<file path="src/rtl/cpu_hazard_ctrl.sv">
// Hazard controller: multi-source operand forwarding, load-use and MDU interlocks,
// redirect flushing and saturating performance counters.
module cpu_hazard_ctrl #(
  parameter int unsigned REG_AW  = 5,
  parameter int unsigned FWD_N   = 2,
  parameter int unsigned SEL_W   = $clog2(FWD_N + 1),
  parameter int unsigned MDU_LAT = 4,
  parameter int unsigned CNT_W   = 32
) (
  input  logic                    clk,
  input  logic                    clr,
  input  logic [REG_AW-1:0]       rd1_num,
  input  logic [REG_AW-1:0]       rd2_num,
  input  logic                    rd1_used,
  input  logic                    rd2_used,
  input  logic                    id_uses_mdu,
  input  logic [FWD_N*REG_AW-1:0] wr_num,
  input  logic [FWD_N-1:0]        wr_en,
  input  logic [FWD_N-1:0]        wr_late,
  input  logic                    mdu_start,
  input  logic                    redirect,
  input  logic                    redirect_jump,
  output logic [SEL_W-1:0]        fwd1_sel,
  output logic [SEL_W-1:0]        fwd2_sel,
  output logic [4:0]              stalls,
  output logic [4:0]              flushs,
  output logic                    mdu_busy,
  output logic [CNT_W-1:0]        data_hazard_count,
  output logic [CNT_W-1:0]        fwd_count,
  output logic [CNT_W-1:0]        stall_count,
  output logic [CNT_W-1:0]        control_hazard_count,
  output logic [CNT_W-1:0]        branch_count,
  output logic [CNT_W-1:0]        jump_count,
  output logic [CNT_W-1:0]        mdu_stall_count
);

  localparam int unsigned MC_W = (MDU_LAT > 1) ? $clog2(MDU_LAT) : 1;
  localparam int unsigned NCNT = 7;

  typedef enum logic [0:0] {StIdle, StBusy} mdu_state_e;

  mdu_state_e        state_q, state_d;
  logic [MC_W-1:0]   mdu_cnt_q, mdu_cnt_d;

  logic              hit1, hit2, late1, late2;
  logic [SEL_W-1:0]  win1, win2;
  logic              lu, mdu_stall, stall_any;
  logic [NCNT-1:0]   cnt_inc;
  logic [CNT_W-1:0]  cnt_q [NCNT];

  // Scan oldest to youngest so the lowest-numbered matching source ends up winning.
  always_comb begin
    hit1  = 1'b0;
    hit2  = 1'b0;
    late1 = 1'b0;
    late2 = 1'b0;
    win1  = '0;
    win2  = '0;
    for (int k = FWD_N - 1; k >= 0; k--) begin
      if (rd1_used && wr_en[k] && (wr_num[k*REG_AW +: REG_AW] == rd1_num) && (rd1_num != '0)) begin
        hit1  = 1'b1;
        late1 = wr_late[k];
        win1  = SEL_W'(k + 1);
      end
      if (rd2_used && wr_en[k] && (wr_num[k*REG_AW +: REG_AW] == rd2_num) && (rd2_num != '0)) begin
        hit2  = 1'b1;
        late2 = wr_late[k];
        win2  = SEL_W'(k + 1);
      end
    end
  end

  assign mdu_busy  = (state_q == StBusy);
  assign lu        = (hit1 & late1) | (hit2 & late2);
  assign mdu_stall = mdu_busy & id_uses_mdu;
  assign stall_any = (lu | mdu_stall) & ~redirect;

  // All pipeline controls are forced idle while reset is held.
  always_comb begin
    fwd1_sel = '0;
    fwd2_sel = '0;
    stalls   = 5'b00000;
    flushs   = 5'b00000;
    if (clr) begin
      if (hit1 && !late1) fwd1_sel = win1;
      if (hit2 && !late2) fwd2_sel = win2;
      if (stall_any) stalls = 5'b00011;
      flushs[1] = redirect;
      flushs[2] = redirect | stall_any;
    end
  end

  always_comb begin
    state_d   = state_q;
    mdu_cnt_d = mdu_cnt_q;
    unique case (state_q)
      StIdle: begin
        if (mdu_start) begin
          state_d   = StBusy;
          mdu_cnt_d = MC_W'(MDU_LAT - 1);
        end
      end
      StBusy: begin
        if (mdu_start) begin
          mdu_cnt_d = MC_W'(MDU_LAT - 1);
        end else if (mdu_cnt_q == '0) begin
          state_d = StIdle;
        end else begin
          mdu_cnt_d = mdu_cnt_q - MC_W'(1);
        end
      end
      default: state_d = StIdle;
    endcase
  end

  always_ff @(posedge clk) begin
    if (!clr) begin
      state_q   <= StIdle;
      mdu_cnt_q <= '0;
    end else begin
      state_q   <= state_d;
      mdu_cnt_q <= mdu_cnt_d;
    end
  end

  always_comb begin
    cnt_inc    = '0;
    cnt_inc[0] = (hit1 | hit2) & ~redirect;
    cnt_inc[1] = (fwd1_sel != '0) | (fwd2_sel != '0);
    cnt_inc[2] = stall_any;
    cnt_inc[3] = redirect;
    cnt_inc[4] = redirect & ~redirect_jump;
    cnt_inc[5] = redirect & redirect_jump;
    cnt_inc[6] = mdu_stall & ~redirect;
  end

  always_ff @(posedge clk) begin
    for (int i = 0; i < NCNT; i++) begin
      if (!clr) begin
        cnt_q[i] <= '0;
      end else if (cnt_inc[i] && (cnt_q[i] != '1)) begin
        cnt_q[i] <= cnt_q[i] + CNT_W'(1);
      end
    end
  end

  assign data_hazard_count    = cnt_q[0];
  assign fwd_count            = cnt_q[1];
  assign stall_count          = cnt_q[2];
  assign control_hazard_count = cnt_q[3];
  assign branch_count         = cnt_q[4];
  assign jump_count           = cnt_q[5];
  assign mdu_stall_count      = cnt_q[6];

endmodule

</file>
<file path="config.mk">
export PLATFORM = sky130hd
export DESIGN_NAME = cpu_hazard_ctrl
export DESIGN_NICKNAME = d
export VERILOG_FILES = /design/src/rtl/cpu_hazard_ctrl.sv
export SDC_FILE = /design/constraint.sdc
export NUM_CORES = 1
export LEC_CHECK = 0
export CORE_ASPECT_RATIO = 1.2
export CORE_MARGIN = 2
export CORE_UTILIZATION = 45
export DETAILED_ROUTE_END_ITERATION = 10
export GPL_ROUTABILITY_DRIVEN = 1
export PLACE_DENSITY_LB_ADDON = 0.15
export SYNTH_ARGS = -nofsm -noshare
export SYNTH_HDL_FRONTEND = slang
export SYNTH_SLANG_ARGS = --single-unit
</file>
<file path="constraint.sdc">
create_clock -name clk -period 7.6 [get_ports clk]
set_clock_uncertainty 0.05 [all_clocks]
set_input_delay 1.52 -clock clk [delete_from_list [all_inputs] [get_ports clk]]
set_output_delay 1.52 -clock clk [all_outputs]
set_load 0.03 [all_outputs]
</file>
Word level (Yosys, flattened, before mapping)
Memory sizes are Yosys's and may differ from the RTL's.
Cells that the tools add are included.
{"block": "op_classes", "n_eq_ne": 13, "n_mux": 56, "bitwise_logic": 23, "add_sub_neg": 8, "n_reduce_logical": 29}
{"cell": "32-bit by 1-bit adder with 32-bit output (second input constant)", "count": 7}
{"cell": "32-bit 2-to-1 mux", "count": 7}
{"cell": "32-bit != test (second input constant)", "count": 7}
{"cell": "1-bit 2-to-1 mux", "count": 33}
{"cell": "2-bit 2-to-1 mux", "count": 14}
{"cell": "1-bit logical AND", "count": 21}
{"cell": "5-bit == test", "count": 4}
{"cell": "1-bit OR", "count": 12}
{"cell": "5-bit nonzero test", "count": 2}
{"cell": "1-bit AND", "count": 8}
{"cell": "2-bit one-hot mux with 2 select lines", "count": 1}
{"cell": "2-bit nonzero test", "count": 2}
{"cell": "3-bit != test (second input constant)", "count": 1}
{"cell": "1-bit inverter", "count": 3}
{"cell": "1-bit logical NOT", "count": 2}
{"cell": "2-bit logical NOT", "count": 1}
{"cell": "2-bit != test (second input constant)", "count": 1}
{"cell": "1-bit one-hot mux with 2 select lines", "count": 1}
{"cell": "2-bit AND reduction", "count": 1}
{"cell": "2-bit by 1-bit subtractor with 2-bit output (second input constant)", "count": 1}
{"block": "totals", "input_bits": 32, "ram_bits": 224, "mem_count": 1, "elab_cells": 132, "register_bits": 3}
{"name": "cnt_q", "words": 7, "word_bits": 32, "rd": 7, "rd_clocked_by_memory_dff": 0, "wr": 7, "line": "49", "source": "logic [CNT_W-1:0] cnt_q [NCNT];"}

Longest topological paths before layout
Gate-level depths: netlist of the first run.
{"block": "logic_depth", "ltp_word": 16, "depth_mapped": 9, "ltp_nobuf": 7}

Worst setup path before layout of the first run
Ideal clock, no wire load.
{"block": "synth_path", "path_kind": "input to register", "startpoint": "input wr_num[9]", "endpoint": "memory cnt_q[2][0] (enable)", "t_arrival_ps": 5045, "path_slack_ps": 2035, "setup_ps": 470, "stages": 7, "cell_sequence": "xor2_1 nor4_1 and4_1 a22o_1 a222oi_1 buf_4 o31ai_1"}
{"element": "start: declaration", "line": "17", "source": "input logic [FWD_N*REG_AW-1:0] wr_num,"}
{"element": "end: declaration", "line": "49"}

Worst setup path in the final report of the first run
{"block": "layout_path", "startpoint": "input rd2_num[4]", "endpoint": "output flushs[2]"}
{"block": "layout_between", "elab_chain_len": 11}
{"element": "start: declaration", "line": "13", "source": "input logic [REG_AW-1:0] rd2_num,"}
{"element": "5-bit == test", "line": "65", "source": "if (rd2_used && wr_en[k] && (wr_num[k*REG_AW +: REG_AW] == rd2_num) && (rd2_num != '0)) begin"}
{"element": "1-bit logical AND (2 in series)", "line": "65"}
{"element": "1-bit 2-to-1 mux (2 in series)", "line": "65"}
{"element": "1-bit AND *", "line": "74", "source": "assign lu = (hit1 & late1) | (hit2 & late2);"}
{"element": "1-bit OR *", "line": "74"}
{"element": "1-bit OR *", "line": "76", "source": "assign stall_any = (lu | mdu_stall) & ~redirect;"}
{"element": "1-bit AND *", "line": "76"}
{"element": "1-bit OR *", "line": "89", "source": "flushs[2] = redirect | stall_any;"}
{"element": "2-bit 2-to-1 mux *", "line": "84", "source": "if (clr) begin"}
{"element": "end: declaration", "line": "26", "source": "output logic [4:0] flushs,"}
Mark *: on every way between the ends. The rest lies on a longest branch, timed or not.

==> reports/results.ini, run 1 <==
[run_status]
status=completed

[finish]
final_nets=1504
synthToLayoutAreaGrowth_pct=29.6
ff_latch_area_mm2=0.00679
stdcell_count=1862
multi_input_area_mm2=0.00554
fillers=2437
drive_above_1_share_pct=5.60

[pwr]
p_leak_uw=0.00537
ir_drop_mv=0.160
p_total_uw=3110
pwr_density_cell_mw_per_mm2=190

[synth]
synthTopCellsByCount=nor2_1 (243), edfxtp_1 (224), xor2_1 (127)
ys_ff_latch=227
syn_area_mm2=0.0126
synth.avg_cell_area_um2=10.6
yosys_warnings=0
synthDistinctLibCells=48
netlist.area_leader.share_pct=53.2
ys_seq_area_share_pct=53.7
synth_enable_flop_cells=224
synth_top_cell_by_area=edfxtp_1
synth_most_common_cell=nor2_1
synth_flop_cell=edfxtp_1
syn_inst=1197
async_flop_share_pct=0
synthTopCellsByArea=edfxtp_1 (53%), xor2_1 (8.8%), nor2_1 (7.2%), xnor2_1 (6.7%), nand3_1 (3.3%)

[hold_path]
hp-start=cnt_q[4][0]
hold_end=cnt_q[4][0]
hold_path_class=flop to flop
holdPathStages=1

[die]
die_y_um=188
die_w_um=157
rows=67
dieArea_mm2=0.0295
coreArea_mm2=0.0278
pin_count=271
initial_core_util_pct=45.4

[placed_design]
port_buffers=264
routabilityCongestion=0.847
dp_cells=1815
dpl.hpwl_um=21400

[route]
wl_per_cell_um=16.4
routed_wl_um=30600
dr.pass1.iters=5
vias_per_cell=5.25
ant_nets=0
vias=9778
drc=0
drtIter0Drc=587

[clocking]
cts_tree=done
cts_resized=0
clkSinkCount=227
post_cts_buffers=0
clock_path_buffers=3
clkTransAtPathRegs_ns=0.06
holdBufCountCts=0
numCtsBuffers=26
clk_latency_ns=0.52
htree_levels=1
ctsRootBufferMaster=clkbuf_16

[sta]
rsz0062_at_grt=false
final-hold-violation-count=0
setup_viol=0
fmax_ghz=0.159
timing.final.crit_period_ns=6.30
tightest_slew_ns=1.11
drv_slew=0
fin_tns_setup_ns=0
finalCritPeriodShare_pct=83.0
max_slew_margin_pct=26.1

[flow_run]
maxCapViolCount=0

[worst_setup_path]
worstReg2RegEnd=cnt_q[3][11]
end_kind=primary output
rr_startpoint=cnt_q[3][17]
crit_fanout=35
path_class=input port to primary output
cp.required_ns=6.03
start_kind=input port
ff2ff_path_depth=6
r2r_slack_ns=4.48
arrival_ns=4.73

[global_route]
overflow=0
grt_max_degree=36
grt_pass1_wl_um=49400
grt_antenna_before_repair=2
grt_pass1_vias=9570
grt_use_total_pct=20.4

## how the worst max path moves through the flow
stage / slack [ns] / startpoint / end / cells past startpoint
2_1_floorplan: 2.04 / wr_num[9] / cnt_q[2][0] / 7
3_3_place_gp: 1.32 / rd2_num[4] / flushs[2] / 9
3_5_place_dp: 1.30 / wr_num[1] / flushs[2] / 9
4_1_cts: 1.30 / wr_num[1] / flushs[2] / 9
5_1_grt: 1.08 / rd1_num[4] / flushs[2] / 9
6_report: 1.30 / rd2_num[4] / flushs[2] / 9
## worst max-delay path, cell delays in order
cell and delay, ns:
clkdlybuf4s50_1 0.46, xor2_1 0.20, nor4_1 0.27, nand4_1 0.33
a22o_1 0.38, a222oi_1 0.25, buf_4 0.48, a21oi_1 0.20
clkdlybuf4s50_1 0.63
## area by class of cell
type | count | area share [%]
clock buffers | 34 | 4.28
flip-flops and latches | 227 | 41.4
well taps | 379 | 2.89
repair buffers | 275 | 16.6
diodes | 2 | 0.0305
multi-input cells | 904 | 33.8
inverters | 30 | 0.687
clock inverters | 11 | 0.313
## power by group
group	switching, uW	total (uW)	internal [uW]	leakage [uW]
combinational	260	432	172	0.00261
sequential	82.5	1530	1450	0.00239
clock	501	1150	644	0.000369
## metrics by stage
stage | utilization [%] | cell area (um^2) | setup WS, ns | hold slack [ns]
after detailed placement | 56.2 | 15600 | 1.30 | 0.557
after CTS | 58.9 | 16400 | 1.30 | 0.565
final | 58.9 | 16400 | 1.30 | 0.563
after global routing | 58.9 | 16400 | 1.08 | 0.593
after floorplan | - | 12700 | 2.04 | 0.524
after global placement | 56.2 | 15600 | 1.32 | 0.549
## kinds of logic after synthesis
family / Yosys count / share of synthesized area (%)
adder cells (fa/ha/maj): 8 / 0.792
XOR/XNOR: 224 / 15.5
AO/OA/AOI/OAI: 29 / 1.38
buffers and inverters: 71 / 3.15
AND/OR/NAND/NOR: 637 / 25.5
flip-flops: 227 / 53.7
other: 1 / 0.0297
## cell usage in the layout (no fill, tap or decap), types with 44 or more instances in the layout
| master | count |
|---|---|
| clkdlybuf4s50_1 | 264 |
| edfxtp_1 | 224 |
| nor3_1 | 44 |
| nand4_1 | 51 |
| xor2_1 | 127 |
| nand2_1 | 86 |
| xnor2_1 | 97 |
| nand3_1 | 83 |
| nor2_1 | 243 |
## registers in the layout (all words and copies together) (netlist names)
name and count:
mdu_cnt_q 2, mdu_busy 1, cnt_q 224
## metal layers
metal / GRT usage, % / share of wire (%) / vias to the layer above
met1: 26.5 / 42 / 4721
met2: 34.0 / 49 / 261
met5: 0 / 0 / -
met4: 6.08 / 2.4 / 0
met3: 4.95 / 6.8 / 50
li1: - / - / 4746
(Power assumes the default switching activity.)
==> run 2: changes to the inputs <==
==> constraint.sdc (replaced) <==
create_clock -name clk -period 6.2 [get_ports clk]
set_clock_uncertainty 0.05 [all_clocks]
set_input_delay 1.24 -clock clk [delete_from_list [all_inputs] [get_ports clk]]
set_output_delay 1.24 -clock clk [all_outputs]
set_load 0.03 [all_outputs]
==> run 2 against run 1 <==
Against the previous run:
- via count shrank 0.72%
- setup slack got worse by 0.44 ns
- sequential share of layout area is 0.14 points lower
- non-clock buffer count up 3
- hold slack lost 0.00069 ns
- global-route usage barely moved
- combinational power up 23%
==> reports/results.ini, run 2 (synthesized netlist as in run 1, its figures left out) <==
[global_route]
grt_use_total_pct=20.4  ; about the same
grt_max_degree=33  ; was 36
overflow=0  ; unchanged
grt_antenna_before_repair=1  ; was 2
grt_pass1_vias=9499  ; was 9570
grt_pass1_wl_um=49200  ; was 49400 um

[route]
vias_per_cell=5.21  ; was 5.25
drc=0  ; unchanged
wl_per_cell_um=16.5  ; was 16.4 um
vias=9708  ; was 9778
routed_wl_um=30700  ; was 30600 um
dr.pass1.iters=5  ; unchanged
ant_nets=0  ; unchanged
drtIter0Drc=545  ; was 587

[worst_setup_path]
max_stage_delay_ns=0.64  ; was 0.63 ns
cp_num_buf_inv=4  ; was 3
crit_family=buffers and inverters  ; unchanged
start_kind=input port  ; unchanged
path_class=input port to primary output  ; unchanged
arrival_ns=4.05  ; was 4.73 ns
cp.required_ns=4.91  ; was 6.03 ns
crit_fanout=14  ; was 35
crit_path_cell_trace=clkdlybuf4s50_1 -> xor2_1 -> nor4_1 -> nand4_1 -> buf_4 -> a22o_1 -> a222oi_1 -> buf_4 -> a21oi_1 -> clkdlybuf4s50_1  ; was clkdlybuf4s50_1 -> xor2_1 -> nor4_1 -> nand4_1 -> a22o_1 -> a222oi_1 -> buf_4 -> a21oi_1 -> clkdlybuf4s50_1
cp_slowest_cell=clkdlybuf4s50_1  ; unchanged
end_kind=primary output  ; unchanged

[clocking]
holdBufCountCts=0  ; unchanged
clk_latency_ns=0.52  ; about the same
cts_resized=0  ; unchanged
numCtsBuffers=25  ; was 26
cts_tree=done  ; unchanged
clkSinkCount=227  ; unchanged
clkTransAtPathRegs_ns=0.06  ; about the same
htree_levels=1  ; unchanged
clock_path_buffers=3  ; unchanged
post_cts_buffers=0  ; unchanged
ctsRootBufferMaster=clkbuf_16  ; unchanged

[die]
die_w_um=157  ; unchanged
coreArea_mm2=0.0278  ; unchanged
die_y_um=188  ; unchanged
dieArea_mm2=0.0295  ; unchanged
pin_count=271  ; unchanged
rows=67  ; unchanged
initial_core_util_pct=45.4  ; unchanged

[finish]
synthToLayoutAreaGrowth_pct=30.1  ; was 29.6%
drive_above_1_share_pct=5.80  ; was 5.60%
final_common_cell=clkdlybuf4s50_1  ; unchanged
final_nets=1506  ; was 1504
largest_register=cnt_q  ; unchanged
layout_common_cells=clkdlybuf4s50_1 (264), nor2_1 (243), edfxtp_1 (224)  ; unchanged
utilization_pct=59.1  ; was 58.9%
largest_reg_flops=224  ; unchanged

[hold_path]
hold_path_class=flop to flop  ; unchanged

[sta]
setup_viol=0  ; unchanged
fin_tns_setup_ns=0  ; unchanged
finalCritPeriodShare_pct=86.2
drv_slew=0  ; unchanged
max_slew_margin_pct=25.1  ; was 26.1%
fmax_ghz=0.187
final-hold-violation-count=0  ; unchanged
tightest_slew_ns=1.12  ; was 1.11 ns
timing.final.crit_period_ns=5.34
rsz0062_at_grt=false  ; unchanged

[run_status]
status=completed  ; unchanged

[pwr]
ir_drop_mv=0.174  ; was 0.160 mV
p_leak_uw=0.00539  ; was 0.00537 uW
p_total_uw=3880  ; was 3110 uW
pwr_density_cell_mw_per_mm2=236  ; was 190 mW/mm^2

[flow_run]
maxCapViolCount=0  ; unchanged

[placed_design]
dpl.hpwl_um=21800  ; was 21400 um
routabilityCongestion=0.831  ; was 0.847
port_buffers=264  ; unchanged

==> run 2: cell types whose count changed in the layout (fill, tap and decap cells not counted), sizes merged <==
cell,change
buf,+3
bufinv,+3
clkbuf,-2
clkinv,-4
clkinvlp,+2
diode,-1
==> run 2: power by group <==
part | switching, uW | total [uW] | leakage, uW | internal, uW
Sequential | 100 | 1870 | 0.00239 | 1770
Combinational | 319 | 530 | 0.00262 | 211
Clock | 608 | 1470 | 0.000373 | 864
Total | 1030 | 3880 | 0.00539 | 2850
==> run 2: worst min-delay path, delay by kind of cell, from the launching register on <==
family             cells  cell delay (ns)
AOI/OAI and AO/OA      1             0.05
DFF                    1             0.31
and+or+nand+nor        3             0.21
==> run 2: final timing paths <==
kind | depth (start not counted) | from | end | slack (ns)
max | 10 | rd2_num[4] | flushs[2] | 0.86
min reg2reg | 4 | mdu_cnt_q[1] | mdu_cnt_q[1] | 0.56
min | 4 | mdu_cnt_q[1] | mdu_cnt_q[1] | 0.56
max reg2reg | 6 | cnt_q[3][17] | cnt_q[3][2] | 3.11
==> run 2: layout make-up <==
| cell class | count | area (um^2) |
|---|---|---|
| antenna | 1 | 2.50 |
| clock buffer | 32 | 652 |
| clock inverter | 12 | 138 |
| fill | 2411 | 11400 |
| inverter | 30 | 113 |
| multi-input combinational | 904 | 5540 |
| sequential | 227 | 6790 |
| tap | 379 | 474 |
| timing repair buffer | 278 | 2750 |
==> run 2: per-layer routing <==
layer  part of all wire (%)  up-vias  global-route usage [%]
met5                      0        -                       0
met4                    2.9        0                    6.29
met1                     41     4651                    26.0
met3                    7.0       46                    5.25
li1                       -     4758                       -
met2                     49      253                    34.0
==> run 2: stage by stage <==
step                      cell area [um^2]  hold slack [ns]  setup slack (ns)  instances
after floorplan                      12700            0.524             0.915       1202
after global placement               15700            0.548             0.903       1818
after detailed placement             15700            0.553             0.874       1818
after CTS                            16400            0.566             0.866       1862
after global routing                 16400            0.587             0.617       1863
final                                16400            0.563             0.858       1863
==> run 3: changes to the inputs <==
--- a/config.mk
+++ b/config.mk
@@ -6,8 +6,8 @@
 export NUM_CORES = 1
 export LEC_CHECK = 0
 export CORE_ASPECT_RATIO = 1.2
-export CORE_MARGIN = 2
-export CORE_UTILIZATION = 45
+export CORE_MARGIN = 3
+export CORE_UTILIZATION = 52
 export DETAILED_ROUTE_END_ITERATION = 10
 export GPL_ROUTABILITY_DRIVEN = 1
 export PLACE_DENSITY_LB_ADDON = 0.15
==> run 3 against run 2 <==
Against the previous run:
- routed wire length decreased by 1.6%
- fmax increased by 0.80%
- core utilization grew 10 points
- via count increased by 0.39%
- sequential share of layout area increased by 0.25 points
- global-route usage up 2.2 points
- setup slack better by 0.042 ns
- cell count fell by 3.5%
- power is 1.1% lower
- sequential cell count is the same
- combinational power is essentially flat
- largest cell class unchanged
==> reports/results.ini, run 3 (synthesized netlist as in run 1, its figures left out) <==
[route]
drtIter0Drc=584  ; was 545
routed_wl_um=30200  ; was 30700 um
ant_nets=0  ; unchanged
dr.pass1.iters=5  ; unchanged
drc=0  ; unchanged
vias=9746  ; was 9708
wl_per_cell_um=16.8  ; was 16.5 um
vias_per_cell=5.42  ; was 5.21

[finish]
final_common_cell=clkdlybuf4s50_1  ; unchanged
largest_reg_flops=224  ; unchanged
design_area_mm2=0.0163  ; was 0.0164 mm^2
utilization_pct=69.3  ; was 59.1%
drive_above_1_share_pct=5.81  ; was 5.80%
largest_register=cnt_q  ; unchanged
final_nets=1504  ; was 1506
synthToLayoutAreaGrowth_pct=29.3  ; was 30.1%
layout_common_cells=clkdlybuf4s50_1 (264), nor2_1 (243), edfxtp_1 (224)  ; unchanged

[worst_setup_path]
start_kind=input port  ; unchanged
crit_top_cell=clkdlybuf4s50_1
path_class=input port to primary output  ; unchanged
max_stage_delay_ns=0.72  ; was 0.64 ns
arrival_ns=4.01  ; was 4.05 ns
cp_slowest_cell=clkdlybuf4s50_1  ; unchanged
cp.required_ns=4.91  ; about the same
end_kind=primary output  ; unchanged
crit_path_cell_trace=clkdlybuf4s50_1 -> xor2_1 -> nor4_1 -> and4_1 -> a22o_1 -> a222oi_1 -> buf_4 -> nor2_1 -> clkdlybuf4s50_1  ; was clkdlybuf4s50_1 -> xor2_1 -> nor4_1 -> nand4_1 -> buf_4 -> a22o_1 -> a222oi_1 -> buf_4 -> a21oi_1 -> clkdlybuf4s50_1
crit_fanout=5  ; was 14

[die]
pin_count=271  ; unchanged
die_w_um=148  ; was 157 um
die_y_um=177  ; was 188 um
rows=61  ; was 67
coreArea_mm2=0.0236  ; was 0.0278 mm^2
initial_core_util_pct=53.6  ; was 45.4%
dieArea_mm2=0.0262  ; was 0.0295 mm^2

[sta]
setup_ws_ns=0.901  ; was 0.858 ns
setup_viol=0  ; unchanged
fin_tns_setup_ns=0  ; unchanged
rsz0062_at_grt=false  ; unchanged
drv_slew=0  ; unchanged
finalCritPeriodShare_pct=85.5  ; was 86.2%
tightest_slew_ns=1.16  ; was 1.12 ns
max_slew_margin_pct=22.7  ; was 25.1%
final-hold-violation-count=0  ; unchanged
fmax_ghz=0.189  ; was 0.187 GHz
timing.final.crit_period_ns=5.30  ; was 5.34 ns

[pwr]
p_total_uw=3830  ; was 3880 uW
pwr_density_cell_mw_per_mm2=235  ; was 236 mW/mm^2
p_leak_uw=0.00539  ; about the same
ir_drop_mv=0.192  ; was 0.174 mV

[clocking]
clock_path_buffers=3  ; unchanged
numCtsBuffers=24  ; was 25
ctsRootBufferMaster=clkbuf_16  ; unchanged
holdBufCountCts=0  ; unchanged
clkTransAtPathRegs_ns=0.06  ; about the same
clkSinkCount=227  ; unchanged
cts_resized=0  ; unchanged
post_cts_buffers=0  ; unchanged
htree_levels=1  ; unchanged
cts_tree=done  ; unchanged
clk_latency_ns=0.51  ; was 0.52 ns

[hold_path]
hold_path_class=flop to flop  ; unchanged

[flow_run]
maxCapViolCount=0  ; unchanged

[placed_design]
dpl.hpwl_um=21600  ; was 21800 um
dpl_cell_area_mm2=0.0156  ; was 0.0157 mm^2
dp_slack_ns=0.932  ; was 0.874 ns
port_buffers=264  ; unchanged
routabilityCongestion=0.835  ; was 0.831

[global_route]
grt_use_total_pct=22.6  ; was 20.4%
grt_pass1_vias=9565  ; was 9499
grt_pass1_wl_um=49100  ; was 49200 um
overflow=0  ; unchanged
grt_antenna_before_repair=2  ; was 1
grt_max_degree=33  ; unchanged

[run_status]
status=completed  ; unchanged

## run 3: cell count changes in the layout (fill, tap and decap cells not counted)
cell,before,now
buf_4,14,13
bufinv_16,3,2
clkbuf_1,7,8
clkbuf_8,0,2
clkinv_1,4,1
clkinv_2,2,4
clkinvlp_4,3,1
diode_2,1,2
## run 3: where the power goes
part	leakage, uW	internal (uW)	switching [uW]
Combinational	0.00262	212	318
Clock	0.000378	846	583
Sequential	0.00239	1770	102
## run 3: area by class of cell
type | count | area [um^2]
diodes | 2 | 5.00
clock buffers | 35 | 683
clock inverters | 8 | 91.3
fillers | 1784 | 7230
inverters | 30 | 113
multi-input cells | 904 | 5540
flip-flops and latches | 227 | 6790
well taps | 315 | 394
repair buffers | 277 | 2740
## run 3: critical path: cells and delay by family
kind / cells / cell delay, ns
AOI/OAI and AO/OA: 2 / 0.33
xor gates and xnor gates: 1 / 0.20
buffers and inverters: 3 / 1.38
and+or+nand+nor: 3 / 0.85
## run 3: path summary, 6_finish.rpt
check,start,to,slack [ns],depth (start not counted)
worst min register to register,cnt_q[0][0],cnt_q[0][0],0.56,1
worst max-delay path,wr_num[5],stalls[0],0.90,9
worst min-delay path,cnt_q[0][0],cnt_q[0][0],0.56,1
worst max register to register,cnt_q[0][0],cnt_q[0][25],2.93,7
## run 3: metrics by stage
step / instances / hold WS, ns
after floorplan: 1202 / 0.524
after global placement: 1753 / 0.549
after detailed placement: 1753 / 0.555
after CTS: 1796 / 0.564
after global routing: 1798 / 0.595
final: 1798 / 0.562
## run 3: per-layer routing
layer | global-route usage [%] | part of all wire [%]
met5 | 0 | 0
met4 | 6.28 | 2.0
met3 | 5.66 | 7.6
met2 | 38.5 | 49
met1 | 28.9 | 41
